<file path="config.mk">
export PLATFORM = sky130hd
export DESIGN_NAME = hdmi_quad_pixel_mux
export DESIGN_NICKNAME = d
export VERILOG_FILES = /design/src/rtl/hdmi_quad_pixel_mux_pkg.sv /design/src/rtl/hdmi_align_delay.sv /design/src/rtl/hdmi_quad_pixel_mux.sv
export SDC_FILE = /design/constraint.sdc
export NUM_CORES = 1
export LEC_CHECK = 0
export BUFFER_PORTS_ARGS = -buffer_cell sky130_fd_sc_hd__buf_2
export CORE_MARGIN = 1.5
export CORE_UTILIZATION = 25
export DETAILED_ROUTE_END_ITERATION = 7
export PLACE_DENSITY_LB_ADDON = 0.08
export SLEW_MARGIN = 40
export SYNTH_ARGS = -nofsm -noshare
export SYNTH_HDL_FRONTEND = slang
export SYNTH_SLANG_ARGS = --single-unit
</file>
<file path="constraint.sdc">
create_clock -name hdmi_clk -period 1.7 [get_ports hdmi_clk]
set_input_delay 0.51 -clock hdmi_clk [delete_from_list [all_inputs] [get_ports hdmi_clk]]
set_output_delay 0.51 -clock hdmi_clk [all_outputs]
set_load 0.005 [all_outputs]
</file>
<file path="src/rtl/hdmi_quad_pixel_mux_pkg.sv">
// Shared definitions for the quad-FIFO HDMI pixel mux: FSM encoding, quadrant indices, colours.
package hdmi_quad_pixel_mux_pkg;

   typedef enum logic [1:0] {
      ST_IDLE    = 2'd0,
      ST_WAIT_VS = 2'd1,
      ST_RUN     = 2'd2
   } mux_state_t;

   localparam int QUAD_A = 0;
   localparam int QUAD_B = 1;
   localparam int QUAD_C = 2;
   localparam int QUAD_D = 3;

   localparam logic [23:0] BLANK_RGB_DFLT = 24'h000000;
   localparam logic [23:0] SEAM_RGB       = 24'hFF0000;

endpackage

</file>
<file path="src/rtl/hdmi_align_delay.sv">
// N-stage shift register used to line sync, DE and per-quadrant flags up with FIFO read data.
// Latency N cycles; no backpressure (free-running pixel path).
module hdmi_align_delay #(
   parameter int W = 1,
   parameter int N = 1
) (
   input  logic         hdmi_clk,
   input  logic         sys_rst_n,
   input  logic [W-1:0] d,
   output logic [W-1:0] q
);

   logic [W-1:0] sr [N];

   always_ff @(posedge hdmi_clk or negedge sys_rst_n) begin
      if (!sys_rst_n) begin
         for (int i = 0; i < N; i++) sr[i] <= '0;
      end else begin
         sr[0] <= d;
         for (int i = 1; i < N; i++) sr[i] <= sr[i-1];
      end
   end

   assign q = sr[N-1];

endmodule

</file>
<file path="src/rtl/hdmi_quad_pixel_mux.sv">
// Selects one of four quadrant FIFOs per pixel, gates to blank until a clean frame start, flags underflow.
// Latency RD_LAT+1 for sync, DE and pixel; no backpressure. Optional seam overlay: HDMI_QUAD_SEAM_EN.
module hdmi_quad_pixel_mux
   import hdmi_quad_pixel_mux_pkg::*;
#(
   parameter int                 DATA_W    = 24,
   parameter int                 RD_LAT    = 1,
   parameter logic [DATA_W-1:0]  BLANK_RGB = DATA_W'(BLANK_RGB_DFLT)
`ifdef HDMI_QUAD_SEAM_EN
   ,
   parameter int                 H_ACTIVE  = 1920,
   parameter int                 V_ACTIVE  = 1080
`endif
) (
   input  logic              hdmi_clk,
   input  logic              sys_rst_n,
   input  logic              data_rd_valid,
   input  logic              hdmi_hs_in,
   input  logic              hdmi_vs_in,
   input  logic              hdmi_de_in,
   input  logic              dma_rd_A_rden,
   input  logic              dma_rd_B_rden,
   input  logic              dma_rd_C_rden,
   input  logic              dma_rd_D_rden,
   input  logic              dma_rd_A_empty,
   input  logic              dma_rd_B_empty,
   input  logic              dma_rd_C_empty,
   input  logic              dma_rd_D_empty,
   input  logic [DATA_W-1:0] dma_rd_A_q,
   input  logic [DATA_W-1:0] dma_rd_B_q,
   input  logic [DATA_W-1:0] dma_rd_C_q,
   input  logic [DATA_W-1:0] dma_rd_D_q,
   output logic              hdmi_hs_out,
   output logic              hdmi_vs_out,
   output logic              hdmi_de_out,
   output logic [DATA_W-1:0] hdmi_rgb_out,
   output logic [3:0]        underflow_flag,
   output logic [15:0]       underflow_frames
);

   mux_state_t        state, state_nxt;
   logic [3:0]        rden_vec, empty_vec, uf_pend;
   logic [3:0]        rden_d, uf_d;
   logic              hs_d, vs_d, de_d;
   logic              vs_prev, vs_rise, vs_al_rise, run_gate;
   logic [DATA_W-1:0] pix_sel;

   assign rden_vec[QUAD_A]  = dma_rd_A_rden;
   assign rden_vec[QUAD_B]  = dma_rd_B_rden;
   assign rden_vec[QUAD_C]  = dma_rd_C_rden;
   assign rden_vec[QUAD_D]  = dma_rd_D_rden;
   assign empty_vec[QUAD_A] = dma_rd_A_empty;
   assign empty_vec[QUAD_B] = dma_rd_B_empty;
   assign empty_vec[QUAD_C] = dma_rd_C_empty;
   assign empty_vec[QUAD_D] = dma_rd_D_empty;

   assign uf_pend = (state == ST_RUN) ? (rden_vec & empty_vec) : 4'b0000;

   hdmi_align_delay #(.W(11), .N(RD_LAT)) u_align (
      .hdmi_clk  (hdmi_clk),
      .sys_rst_n (sys_rst_n),
      .d         ({hdmi_hs_in, hdmi_vs_in, hdmi_de_in, rden_vec, uf_pend}),
      .q         ({hs_d, vs_d, de_d, rden_d, uf_d})
   );

   assign vs_rise    = hdmi_vs_in & ~vs_prev;
   assign vs_al_rise = vs_d & ~hdmi_vs_out;
   // Gate on the live valid so a dropped data_rd_valid blanks the very next output pixel.
   assign run_gate   = (state == ST_RUN) && data_rd_valid;

   always_ff @(posedge hdmi_clk or negedge sys_rst_n) begin
      if (!sys_rst_n) begin
         state   <= ST_IDLE;
         vs_prev <= 1'b0;
      end else begin
         state   <= state_nxt;
         vs_prev <= hdmi_vs_in;
      end
   end

   always_comb begin
      state_nxt = state;
      case (state)
         ST_IDLE:    if (data_rd_valid) state_nxt = ST_WAIT_VS;
         ST_WAIT_VS: if (!data_rd_valid) state_nxt = ST_IDLE;
                     else if (vs_rise) state_nxt = ST_RUN;
         ST_RUN:     if (!data_rd_valid) state_nxt = ST_IDLE;
         default:    state_nxt = ST_IDLE;
      endcase
   end

`ifdef HDMI_QUAD_SEAM_EN
   localparam int XW = $clog2(H_ACTIVE + 1);
   localparam int YW = $clog2(V_ACTIVE + 1);
   logic [XW-1:0] x_cnt;
   logic [YW-1:0] y_cnt;
   logic          seam_hit;

   always_ff @(posedge hdmi_clk or negedge sys_rst_n) begin
      if (!sys_rst_n) begin
         x_cnt <= '0;
         y_cnt <= '0;
      end else begin
         x_cnt <= de_d ? x_cnt + 1'b1 : '0;
         if (vs_d) y_cnt <= '0;
         else if (hdmi_de_out && !de_d) y_cnt <= y_cnt + 1'b1;
      end
   end

   assign seam_hit = de_d && (x_cnt == XW'(H_ACTIVE/2 - 1) || x_cnt == XW'(H_ACTIVE/2) ||
                              y_cnt == YW'(V_ACTIVE/2 - 1) || y_cnt == YW'(V_ACTIVE/2));
`endif

   // Non-one-hot read enables are an upstream contract violation: blank, no flag.
   always_comb begin
      pix_sel = BLANK_RGB;
      case (rden_d)
         4'b0001: pix_sel = dma_rd_A_q;
         4'b0010: pix_sel = dma_rd_B_q;
         4'b0100: pix_sel = dma_rd_C_q;
         4'b1000: pix_sel = dma_rd_D_q;
         default: pix_sel = BLANK_RGB;
      endcase
      if (|uf_d) pix_sel = BLANK_RGB;
`ifdef HDMI_QUAD_SEAM_EN
      if (seam_hit) pix_sel = DATA_W'(SEAM_RGB);
`endif
      if (!run_gate) pix_sel = BLANK_RGB;
   end

   always_ff @(posedge hdmi_clk or negedge sys_rst_n) begin
      if (!sys_rst_n) begin
         hdmi_hs_out      <= 1'b0;
         hdmi_vs_out      <= 1'b0;
         hdmi_de_out      <= 1'b0;
         hdmi_rgb_out     <= BLANK_RGB;
         underflow_flag   <= 4'b0000;
         underflow_frames <= 16'd0;
      end else begin
         hdmi_hs_out    <= hs_d;
         hdmi_vs_out    <= vs_d;
         hdmi_de_out    <= de_d;
         hdmi_rgb_out   <= pix_sel;
         // New underflow in the boundary cycle survives the clear and belongs to the new frame.
         underflow_flag <= (vs_al_rise ? 4'b0000 : underflow_flag) | uf_d;
         if (vs_al_rise && (|underflow_flag) && (underflow_frames != 16'hFFFF))
            underflow_frames <= underflow_frames + 16'd1;
      end
   end

endmodule

</file>
======== Word level (Yosys, flattened, before mapping) ========
Cells that the tools add are included.
operators by class
  add/subtract/negate cells ............... 1
  multipliers ............................. 0
  div/mod/pow operators ................... 0
  $lt $le $gt $ge ......................... 0
  equal/unequal tests ..................... 10
  shift operators ......................... 0
  muxes and demuxes ....................... 10
  bitwise operators ....................... 6
  reduce and logical (&&, ||, !) cells .... 7
operator list
  operator                                       count
  one-hot mux 24 bit (4 select lines)            1
  2-to-1 mux 24 bit                              2
  adder 16 x 1 -> 16 bit, second input constant  1
  inequality test 16 bit, second input constant  1
  2-to-1 mux 2 bit                               4
  2-to-1 mux 4 bit                               2
  OR reduction 4 bit                             2
  one-hot mux 2 bit (3 select lines)             1
  bitwise AND 4 bit                              1
  == test 4 x 1 -> 1 bit, second input constant  1
  == test 4 x 2 -> 1 bit, second input constant  1
  == test 4 x 3 -> 1 bit, second input constant  1
  == test 4 bit, second input constant           1
  inequality test 2 bit, second input constant   2
  OR 4 bit                                       1
  logical AND 1 bit                              3
  inequality test 3 bit, second input constant   1
  AND reduction 3 bit                            1
  bitwise AND 1 bit                              2
  == test 2 x 1 -> 1 bit, second input constant  1
  == test 2 bit, second input constant           1
  logical NOT 2 bit                              1
  NOT 1 bit                                      2
storage, ports and cells
  register bits ........................... 61
  bits in latches ......................... 0
  bits in writable memories ............... 0
  ROM bits ................................ 0
  input bits .............................. 110
  output and inout port bits .............. 47
  word-level logic and storage cells ...... 43
  memories ................................ 0

======== Logic depth before layout (Yosys ltp) ========
  depth after elaboration ................. 5
  depth in mapped cells ................... 6
  mapped depth without buffers ............ 5

======== Modules after synthesis ========
Synthesis repeated with hierarchy kept, for this count alone.
second synthesis, totals
  cell total of the unflattened synthesis .. 233
  area total of the unflattened synthesis .. 2,855.2 µm²
by module, submodules not included
  module               times used  cells an instance  area an instance (µm²)  sequential area each (µm²)
  hdmi_quad_pixel_mux  1           222                2,580.0                 1,251.2
  hdmi_align_delay     1           11                 275.3                   275.3

======== Worst setup path after synthesis ========
Ideal clock, no wire load.
  path kind ............................... reg-to-reg
  from .................................... reg underflow_frames[0]
  to ...................................... reg underflow_frames[7]
  setup time .............................. 0.138 ns
  data arrival time ....................... 1.552 ns
  required time ........................... 1.562 ns
  path slack .............................. 0.010 ns
  cell stages (with the launch flop) ...... 7
  buffers on the path ..................... 1
  period minus slack after synthesis ...... 1.690 ns
  path through ............................ dfrtp_1 ha_1 nand4_1 nor4_1 buf_2 nor4_1 xor2_1
between the ends
  cells in the longest elaborated chain, start to end .. 2
  elaborated cells between the ends (all ways) .. 3
  those cells by class .................... 1 x add/sub; 1 x eq/ne; 1 x reduce/logical
RTL lines
  item                                                            line                        RTL
  start: declaration                                              hdmi_quad_pixel_mux.sv:38   output logic [15:0] underflow_frames
  start signal: assignment                                        hdmi_quad_pixel_mux.sv:147  underflow_frames <= underflow_frames + 16'd1;
  branches (longest 2 deep; another with adder 16 x 1 -> 16 bit)  --
Parallel ways; which one is timed is not known.
A chain may end at the register's enable or synchronous reset.

======== Worst setup path in the final report ========
  from .................................... reg underflow_frames[8]
  to ...................................... reg underflow_frames[15]
The elaborated chain is that of the path after synthesis.

==> metrics.csv <==
stage,metric,value,unit
timing,Clock Skews,0.01006,ns
timing,Slew HR,72.27,%
worst_setup_path,Worst Path Arrival,1.94,ns
detailed_routing,drt initial violations,54,
detailed_routing,1st-pass router iterations,4,
synthesis,main combinational cell family by area after synthesis,compound AO/OA/AOI/OAI gates,
layout,"commonest non-fill, non-tap cell in the layout",buf_2,
placed_design,port bufs,156,
clock_tree,TritonCTS clock tree,done,
global_routing,largest net degree at the start of global routing,61,
synthesis,register area share after synthesis,53.79,%
timing,setup TNS,0,ns
timing,RSZ-0062 raised after global routing,true,
detailed_routing,total wire length,8320,um
clock_tree,worst skew pair latency,0.34,ns
power_and_ir_drop,LEAKAGE,2.132,nW
layout,area grow syn2layout,54.33,%
placed_design,HPWL after DPL,6123,um
detailed_routing,detailed-route via count,2581,
floorplanning,row cnt,38,
synthesis,number of synthesized register bits,60,
worst_setup_path,critical path endpoint,underflow_frames[15]$_DFFE_PN0P_,
worst_setup_path,start point of the critical path,underflow_frames[8]$_DFFE_PN0P_,
timing,final hold slack,0.1672,ns
worst_setup_path,R2R setup slack,0.02,ns
timing,final hold vios,0,
global_routing,initial antenna violation count,0,
synthesis,Synth Area in Compound Gates,22.32,%
layout,"Core Util, Final",39.74,%
synthesis,YS warnings,0,
synthesis,Post-Synth Simple-Gate Area,15.02,%
synthesis,syn avg cell area,12.35,um2
floorplanning,Die Height,108.7,um
power_and_ir_drop,peak supply drop,0.4623,mV
placed_design,GP Congestion,0.7254,
power_and_ir_drop,Clk network pwr share,42.2,%
timing,Max Freq,0.5962,GHz
clock_tree,clock root buffer,clkbuf_8,
floorplanning,Die W,108.7,um
power_and_ir_drop,Internal,0.002591,W
worst_setup_path,Setup CP Type,reg -> reg,
timing,Final min period,1.677,ns
worst_setup_path,critical path peak fanout,6,
power_and_ir_drop,Comb pwr share,13.4,%
detailed_routing,ANT nets after route,0,
power_and_ir_drop,total net switching power,0.0008539,W
layout,# diodes,0,
timing,Tcrit/Tclk final,98.66,%
layout,"commonest non-fill, non-tap cells in the layout","156 x buf_2, 58 x dfrtp_1, 48 x a22oi_1",
synthesis,"Distinct cells, synth",38,
worst_setup_path,nature of the critical path endpoint,register,
synthesis,Synth Flop Type,dfrtp_1,
timing,Setup Viol. Count Final,0,
timing,measured slew at the worst slew-check pin,0.4126,ns
clock_tree,H-tree Lvls,3,
synthesis,fraction of registers with async set/reset,100.0,%
worst_setup_path,Worst Path Required,1.96,ns
detailed_routing,DRC,0,
synthesis,Syn Nets,337,
global_routing,gr ovfl total,0,
synthesis,"Cell Area, Synth",2791,um2
timing,fin. max-slew vios,0,
synthesis,number of flops mapped to enable cells by yosys,0,
global_routing,first-pass GRT wire length,13010,um
global_routing,Total GRT Usage,14.55,%
worst_setup_path,CP startpoint kind,register,
clock_tree,TritonCTS Buffers,9,
power_and_ir_drop,Pwr per Cell Area,799.6,nW/um2
layout,nets,524,
power_and_ir_drop,sequential share of power,44.4,%
clock_tree,cts hold-fix bufs,0,
detailed_routing,Routed wire per std cell,14.91,um
worst_setup_path,worst r2r src,underflow_frames[8]$_DFFE_PN0P_,
layout,share of layout cells above drive strength 1,59.33,%
synthesis,XOR/XNOR share of the synthesized area,5.020,%
layout,Finished Cell Area,4308,um2
clock_tree,clock slew at reported path FFs,0.08,ns
power_and_ir_drop,switching share of total power,24.79,%
floorplanning,io pins,157,
clock_tree,clock sink count,60,
clock_tree,Max Buffers Root-to-Sink,2,
placed_design,Post-DP Area,3984,um2
min_path,HP Class,in -> async,
floorplanning,DIE AREA,11810,um2
placed_design,pre-CTS setup slack,-0.008132,ns
synthesis,portion of netlist area occupied by mux cells,0.4034,%
global_routing,vias in the first global route,2633,
synthesis,Cells after Synth,226,
detailed_routing,Avg Vias per Cell,4.625,
flow_run,number of max-cap violations,0,
worst_setup_path,worst reg2reg endpoint,underflow_frames[15]$_DFFE_PN0P_,
timing,setup slack after layout,0.02280,ns
floorplanning,initial core utilization,25.75,%
floorplanning,CORE AREA,10840,um2
worst_setup_path,worst r2r path cells,4,
synthesis,post-synthesis adder-cell area fraction,0.4482,%
run_status,status,"finished, final reports clean",
## how the worst min path moves through the flow
stage,startpoint,to,slack [ns],cells past startpoint
floorplan,sys_rst_n,hdmi_de_out$_DFF_PN0_,0.21,0
global placement,u_align.q[8]$_DFF_PN0_,hdmi_de_out$_DFF_PN0_,0.33,0
detailed placement,u_align.q[8]$_DFF_PN0_,hdmi_de_out$_DFF_PN0_,0.34,0
CTS,sys_rst_n,underflow_frames[2]$_DFFE_PN0P_,0.17,2
global route,sys_rst_n,underflow_frames[2]$_DFFE_PN0P_,0.17,2
finish,sys_rst_n,underflow_frames[2]$_DFFE_PN0P_,0.17,2
## final cells by class
class | instances | area, um2
inverters | 3 | 11.26
multi-input cells | 151 | 1303
flip-flops and latches | 60 | 1504
fillers | 1119 | 6533
clock buffers | 11 | 141.4
well taps | 140 | 175.2
clock inverters | 5 | 75.07
repair buffers | 188 | 1099
## worst max-delay path: stages, from the launching register on
cell and delay [ns]:
dfrtp_2 0.42, nand4_1 0.12, or4_4 0.61, nor4b_4 0.29, xor2_1 0.16
## flip-flops by register name (all words and copies together), names as in the netlist
signal and flops:
hdmi_vs_out 1, hdmi_rgb_out 24, underflow_frames 16, underflow_flag 4, hdmi_de_out 1, state 2, u_align.q 11, hdmi_hs_out 1
## routing by layer
metal,GRT usage (%),vias up,wire length (um)
li1,-,1237,-
met1,17.43,1238,3427
met2,24.62,97,4209
met3,4.722,9,569
met4,4.793,0,114
met5,0,-,0
## cell families (layout without fill, tap and decap cells)
family / Yosys count / in the layout
adders and majority gates: 1 / 1
buffers and inverters: 15 / 207
and+or+nand+nor: 53 / 53
AOI/OAI and AO/OA: 80 / 80
xor gates and xnor gates: 16 / 16
DFF: 60 / 60
muxes: 1 / 1
## stage by stage
stage / cells / total power [W]
floorplan: 226 / 0.001709
global placement: 539 / 0.002012
detailed placement: 540 / 0.002021
CTS: 557 / 0.003497
global route: 558 / 0.003628
finish: 558 / 0.003445
## power by group through the flow
stage	sequential, W	clock [W]	combinational (W)
finish	0.00153	0.00145	0.000463
global route	0.00154	0.00158	0.000515
CTS	0.00153	0.00150	0.000466
detailed placement	0.00156	0	0.000465
global placement	0.00156	0	0.000457
floorplan	0.00158	0	0.000125
## cell usage after synthesis (2+ instances only)
library cell	number	area share, %
inv_1	2	0.27
a21oi_2	20	6.3
xnor2_1	5	1.6
nor2_1	5	0.67
nand2_1	6	0.81
nor4b_4	4	3.4
a22oi_1	48	13
dfrtp_1	60	54
a21oi_1	4	0.72
xor2_1	11	3.5
a21o_1	4	1.1
nor3_1	4	0.72
buf_2	10	1.8
nor4_1	5	1.1
or2_2	2	0.45
nand4_1	7	1.6
and3_1	5	1.1
buf_6	2	0.81
nand3_1	3	0.54
## timing repair
action / in CTS / in global routing
setup buffers: 0 / 1
gates cloned: 1 / 0
pin swaps: 1 / 11
gates resized for setup: 5 / 16
endpoints found under the setup margin: 10 / 39
(Power assumes the default switching activity.)
